===== src/rtl/segasys_sndcmd_queue.sv =====
// Sound-command queue between main CPU and sound CPU, with a registered request/NMI pulse.
// Define SEGASYS_SNDQ_DROPOLD_EN to overwrite the oldest entry on overflow instead of dropping the new one.
module segasys_sndcmd_queue #(
  parameter int DATA_W  = 8,
  parameter int DEPTH   = 4,
  parameter int RQ_HOLD = 64
) (
  input  logic                       clk48M,
  input  logic                       reset_n,
  input  logic                       wr_stb,
  input  logic [DATA_W-1:0]          wr_data,
  input  logic                       rd_stb,
  input  logic                       clr_ovf,
  output logic [DATA_W-1:0]          cmd_out,
  output logic                       sndrq,
  output logic [$clog2(DEPTH+1)-1:0] count,
  output logic                       full,
  output logic                       empty,
  output logic                       ovf
);

  localparam int PTR_W = (DEPTH > 1) ? $clog2(DEPTH) : 1;
  localparam int CNT_W = $clog2(DEPTH + 1);

  typedef enum logic [1:0] {IDLE, PULSE, WAIT} rq_state_t;

  logic              wr_q, rd_q;
  logic              push, pop, push_ok, pop_ok, ovf_evt, drop_old;
  logic [PTR_W-1:0]  wr_ptr, rd_ptr;
  logic [CNT_W-1:0]  count_nxt;
  logic [DATA_W-1:0] mem [DEPTH];
  logic [DATA_W-1:0] last_pop;
  rq_state_t         state, state_nxt;
  logic [7:0]        hold_cnt, hold_cnt_nxt;
  logic              sndrq_nxt;

  // Edge detectors start at 1 so a strobe already high at reset release is not an event.
  always_ff @(posedge clk48M or negedge reset_n) begin
    if (!reset_n) begin
      wr_q <= 1'b1;
      rd_q <= 1'b1;
    end else begin
      wr_q <= wr_stb;
      rd_q <= rd_stb;
    end
  end

  assign push    = wr_stb & ~wr_q;
  assign pop     = rd_stb & ~rd_q;
  assign pop_ok  = pop & ~empty;
  assign push_ok = push & (~full | pop);
  assign ovf_evt = push & full & ~pop;

`ifdef SEGASYS_SNDQ_DROPOLD_EN
  assign drop_old = ovf_evt;
`else
  assign drop_old = 1'b0;
`endif

  always_comb begin
    count_nxt = count;
    if (push_ok && !pop_ok)
      count_nxt = count + CNT_W'(1);
    else if (pop_ok && !push_ok)
      count_nxt = count - CNT_W'(1);
  end

  // When full, wr_ptr == rd_ptr, so dropping the oldest is a write plus a lockstep advance.
  always_ff @(posedge clk48M) begin
    if (push_ok || drop_old)
      mem[wr_ptr] <= wr_data;
  end

  always_ff @(posedge clk48M or negedge reset_n) begin
    if (!reset_n) begin
      wr_ptr   <= '0;
      rd_ptr   <= '0;
      count    <= '0;
      full     <= 1'b0;
      empty    <= 1'b1;
      ovf      <= 1'b0;
      last_pop <= '0;
    end else begin
      if (push_ok || drop_old)
        wr_ptr <= wr_ptr + PTR_W'(1);
      if (pop_ok || drop_old)
        rd_ptr <= rd_ptr + PTR_W'(1);
      if (pop_ok)
        last_pop <= mem[rd_ptr];
      count <= count_nxt;
      full  <= (count_nxt == CNT_W'(DEPTH));
      empty <= (count_nxt == '0);
      if (ovf_evt)
        ovf <= 1'b1;
      else if (clr_ovf)
        ovf <= 1'b0;
    end
  end

  assign cmd_out = empty ? last_pop : mem[rd_ptr];

  always_ff @(posedge clk48M or negedge reset_n) begin
    if (!reset_n) begin
      state    <= IDLE;
      hold_cnt <= '0;
      sndrq    <= 1'b0;
    end else begin
      state    <= state_nxt;
      hold_cnt <= hold_cnt_nxt;
      sndrq    <= sndrq_nxt;
    end
  end

  // A pop during PULSE returns to IDLE so any remaining entry raises a fresh request.
  always_comb begin
    state_nxt    = state;
    hold_cnt_nxt = hold_cnt;
    sndrq_nxt    = 1'b0;
    case (state)
      IDLE: begin
        if (!empty) begin
          state_nxt    = PULSE;
          hold_cnt_nxt = 8'(RQ_HOLD - 1);
          sndrq_nxt    = 1'b1;
        end
      end
      PULSE: begin
        if (pop_ok) begin
          state_nxt = IDLE;
        end else if (hold_cnt == '0) begin
          state_nxt = WAIT;
        end else begin
          hold_cnt_nxt = hold_cnt - 8'd1;
          sndrq_nxt    = 1'b1;
        end
      end
      WAIT: begin
        if (pop_ok)
          state_nxt = IDLE;
      end
      default: state_nxt = IDLE;
    endcase
  end

endmodule


===== config.mk =====
export PLATFORM = sky130hd
export DESIGN_NAME = segasys_sndcmd_queue
export DESIGN_NICKNAME = d
export VERILOG_FILES = /design/src/rtl/segasys_sndcmd_queue.sv
export SDC_FILE = /design/constraint.sdc
export NUM_CORES = 1
export LEC_CHECK = 0
export CORE_AREA = 2 2 86 88
export CTS_BUF_LIST = sky130_fd_sc_hd__clkbuf_8
export DETAILED_ROUTE_END_ITERATION = 6
export DIE_AREA = 0 0 88 90
export DONT_BUFFER_PORTS = 1
export SLEW_MARGIN = 20
export SYNTH_ARGS = -nofsm -noshare
export SYNTH_HDL_FRONTEND = slang
export SYNTH_SLANG_ARGS = --single-unit
export TNS_END_PERCENT = 20

===== constraint.sdc =====
create_clock -name clk48M -period 1.71 [get_ports clk48M]
set_input_delay 0.2565 -clock clk48M [delete_from_list [all_inputs] [get_ports clk48M]]
set_output_delay 0.2565 -clock clk48M [all_outputs]
set_load 0.05 [all_outputs]

==> run metrics <==
Synth async-reset ratio=49.21%; PwrDens=1738 nW/µm²; Placer Congestion=0.7367; max-slew violations=0; internal power=3.556 mW; core area=7020 µm²; Die H=90 µm; Post-DRT Antenna Nets=0; vias=1672; clock network power share=19.2%; Synth top area share=34.97%; list of most frequent post-synthesis cells=edfxtp_1 (32), nand2_1 (30), dfrtp_1 (28); failing checks=negative setup slack; Reg power frac=37.5%; Starting Density=39.14%; netlist area before placement=2748 µm²; Core Util, Final=49.15%; synth warn=0; Fill cells=611; drt drc=0; type of origin of the critical path=flop; CTS tree=built; most frequent cell after synthesis=edfxtp_1; drt total wl=5217 µm; Total Routing Usage GR=14.64%; synth unique cells=43; Post-Layout Cell Count=349; post-route setup slack=-0.3119 ns; CP cell instances=buf_6 > mux4_2 > mux2_4; synthesized area per cell=13.81 µm²; end of the critical path=cmd_out[2]; n_diodes=0; unrepaired setup endpoints after global routing=yes; post-DR wirelength/cell=14.95 µm; switching pwr=2.440 mW; vias per inst=4.791; dpl hpwl=3625 µm; Clock Latency Late Sink=0.34 ns; Crit Path Max Fanout=5; port bufs=0; total gr overflow=0; cts bufs inserted=9; clock sink total=63; Yosys top cell by area=edfxtp_1; total die area=7920 µm²; Required @ worst endpoint=1.45 ns; largest cells by area after synthesis=edfxtp_1 (35%), dfrtp_1 (26%), mux4_2 (6.6%); type of the most critical hold path=in2reg; Final #Nets=265; crit path launch=rd_ptr[0]; clk slew on worst S/H paths=0.07 ns; Gate power share=43.3%; R2R depth=4; switch share=40.69%; Final min period=2.022 ns; syn nets=219; total power=5.997 mW; period utilization=118.2%; area of the multi-input gates=987.2 µm²; Post-Syn Instances=199; EDFF count, synth=32; pin count of the biggest net entering global routing=32; FF-to-FF End=hold_cnt[6]; Seq. cell area=1743 µm²; clk root buf=clkbuf_8; first-pass iteration count of the detailed router=4; Die W=88 µm; CP arrival=1.77 ns; Worst VDD drop=669.5 µV; initial antenna violation count=0; 1st-iter DRT viols=75; Leak=1.397 nW; Max Fclk=0.4946 GHz; fraction of layout cells with a size suffix above 1=31.20%; vias in the first global route=1773; Least-Margin Pin Slew=0.5620 ns; Yosys reg bits=63; r2r setup slk=-0.01 ns; Max Cap Viol=0; sequential share of the synthesized area=63.34%; WHS=0.02555 ns; Placed Cells=319; htree depth=3; Post-synth top flop=edfxtp_1; Critical Path End Type=primary output; global-route wire length before repair=8797 µm; std cell rows=31; CP max stage cell=mux4_2; RR Startpoint=hold_cnt[3]; io pins=28; status=finished with violations; Worst Setup Path Type=reg2out; Final Hold Fails=0; Syn-to-layout area delta=25.59%; CP max stage delay=0.52 ns; final setup fails=10; Clock Skew=0.008284 ns; Clock Tree Buf Depth=2; slew margin rel.=62.37%
==> power by group through the flow <==
stage	combinational, mW	sequential [mW]	clock, mW
2_1_floorplan	1.74	2.37	0
3_3_place_gp	2.36	2.25	0
3_5_place_dp	2.39	2.27	0
4_1_cts	2.58	2.25	1.21
5_1_grt	2.79	2.30	1.27
6_report	2.59	2.25	1.15
==> cells by family (layout without fill, tap and decap cells) <==
group	after synthesis	count (layout)	share of synthesized area, %
and+or+nand+nor	65	65	12.30
AOI/OAI and AO/OA	23	23	5.920
DFF	63	63	63.34
adders and majority gates	7	7	3.187
muxes	20	20	11.29
buffers and inverters	17	68	2.687
xor gates and xnor gates	4	4	1.275
==> registers in the layout, summed over array words and instances (netlist names) <==
register and count:
mem 32, hold_cnt 8, empty 1, full 1, count 3, ovf 1
last_pop 8, wr_q 1, rd_ptr 2, wr_ptr 2, state 2, sndrq 1
rd_q 1
==> layer usage <==
| metal | global-route usage, % | wire length [µm] | part of all wire, % | up-vias |
|---|---|---|---|---|
| met5 | 0 | 0 | 0 | - |
| met4 | 4.231 | 48 | 0.92 | 0 |
| met3 | 5.785 | 215 | 4.1 | 6 |
| met2 | 23.80 | 2686 | 51 | 24 |
| met1 | 17.87 | 2267 | 43 | 823 |
| li1 | - | - | - | 819 |
==> worst max-delay path, delay by kind of cell (launching register included) <==
kind	cells	cell delay (ns)
multiplexers	2	0.89
flip-flops	1	0.38
buffers and inverters	1	0.15
==> cells in the final DEF, fill, tap and decap left out, drive strengths merged, types with 2 or more instances in the layout <==
cell type    count
clkinvlp         2
xnor2            4
clkbuf          10
dfrtp           28
and2             4
nand2           30
nand4            3
mux4             8
a211oi           2
ha               7
dlygate4sd3     11
nor2             7
mux2i            4
dfstp            3
clkinv           4
and4             2
a31oi            3
nand2b           6
edfxtp          32
a21oi            8
mux2             8
buf             31
o21ai            2
inv             10
or3b             2
nor3             3
==> worst min path at each step <==
| stage | start | end | slack, ns | cells past startpoint |
|---|---|---|---|---|
| final | clr_ovf | ovf | 0.03 | 1 |
| after global routing | clr_ovf | ovf | 0.005 | 1 |
| after CTS | clr_ovf | ovf | 0.004 | 1 |
| after detailed placement | reset_n | hold_cnt[1] | -0.04 | 0 |
| after global placement | reset_n | state[1] | -0.04 | 0 |
| after floorplan | reset_n | count[0] | -0.04 | 0 |
==> repair_timing <==
| action | 4_1_cts | 5_1_grt |
|---|---|---|
| endpoints found under the setup margin | 10 | 18 |
| hold buffers | 12 | 0 |
| gates resized for setup | 10 | 4 |
| setup buffers | 0 | 2 |
| endpoints found under the hold margin | 65 | 0 |
| pin swaps | 1 | 2 |
==> per-stage QoR <==
stage | setup TNS, ns | cell area, µm² | setup slack (ns)
floorplan | -0.01171 | 2759 | -0.008261
global placement | 0 | 3065 | 0.01988
global route | -3.392 | 3451 | -0.3922
detailed placement | -0.001957 | 3065 | -0.001957
finish | -2.403 | 3451 | -0.3119
CTS | -2.765 | 3417 | -0.3547
==> layout make-up <==
type | instances | share of cell area [%]
tap | 99 | 3.590
clock inverter | 6 | 1.342
timing repair buffer | 42 | 10.88
multi-input combinational | 119 | 28.61
inverter | 10 | 1.088
clock buffer | 10 | 3.988
sequential | 63 | 50.51
Note: power is estimated with default switching activity, not from simulation.
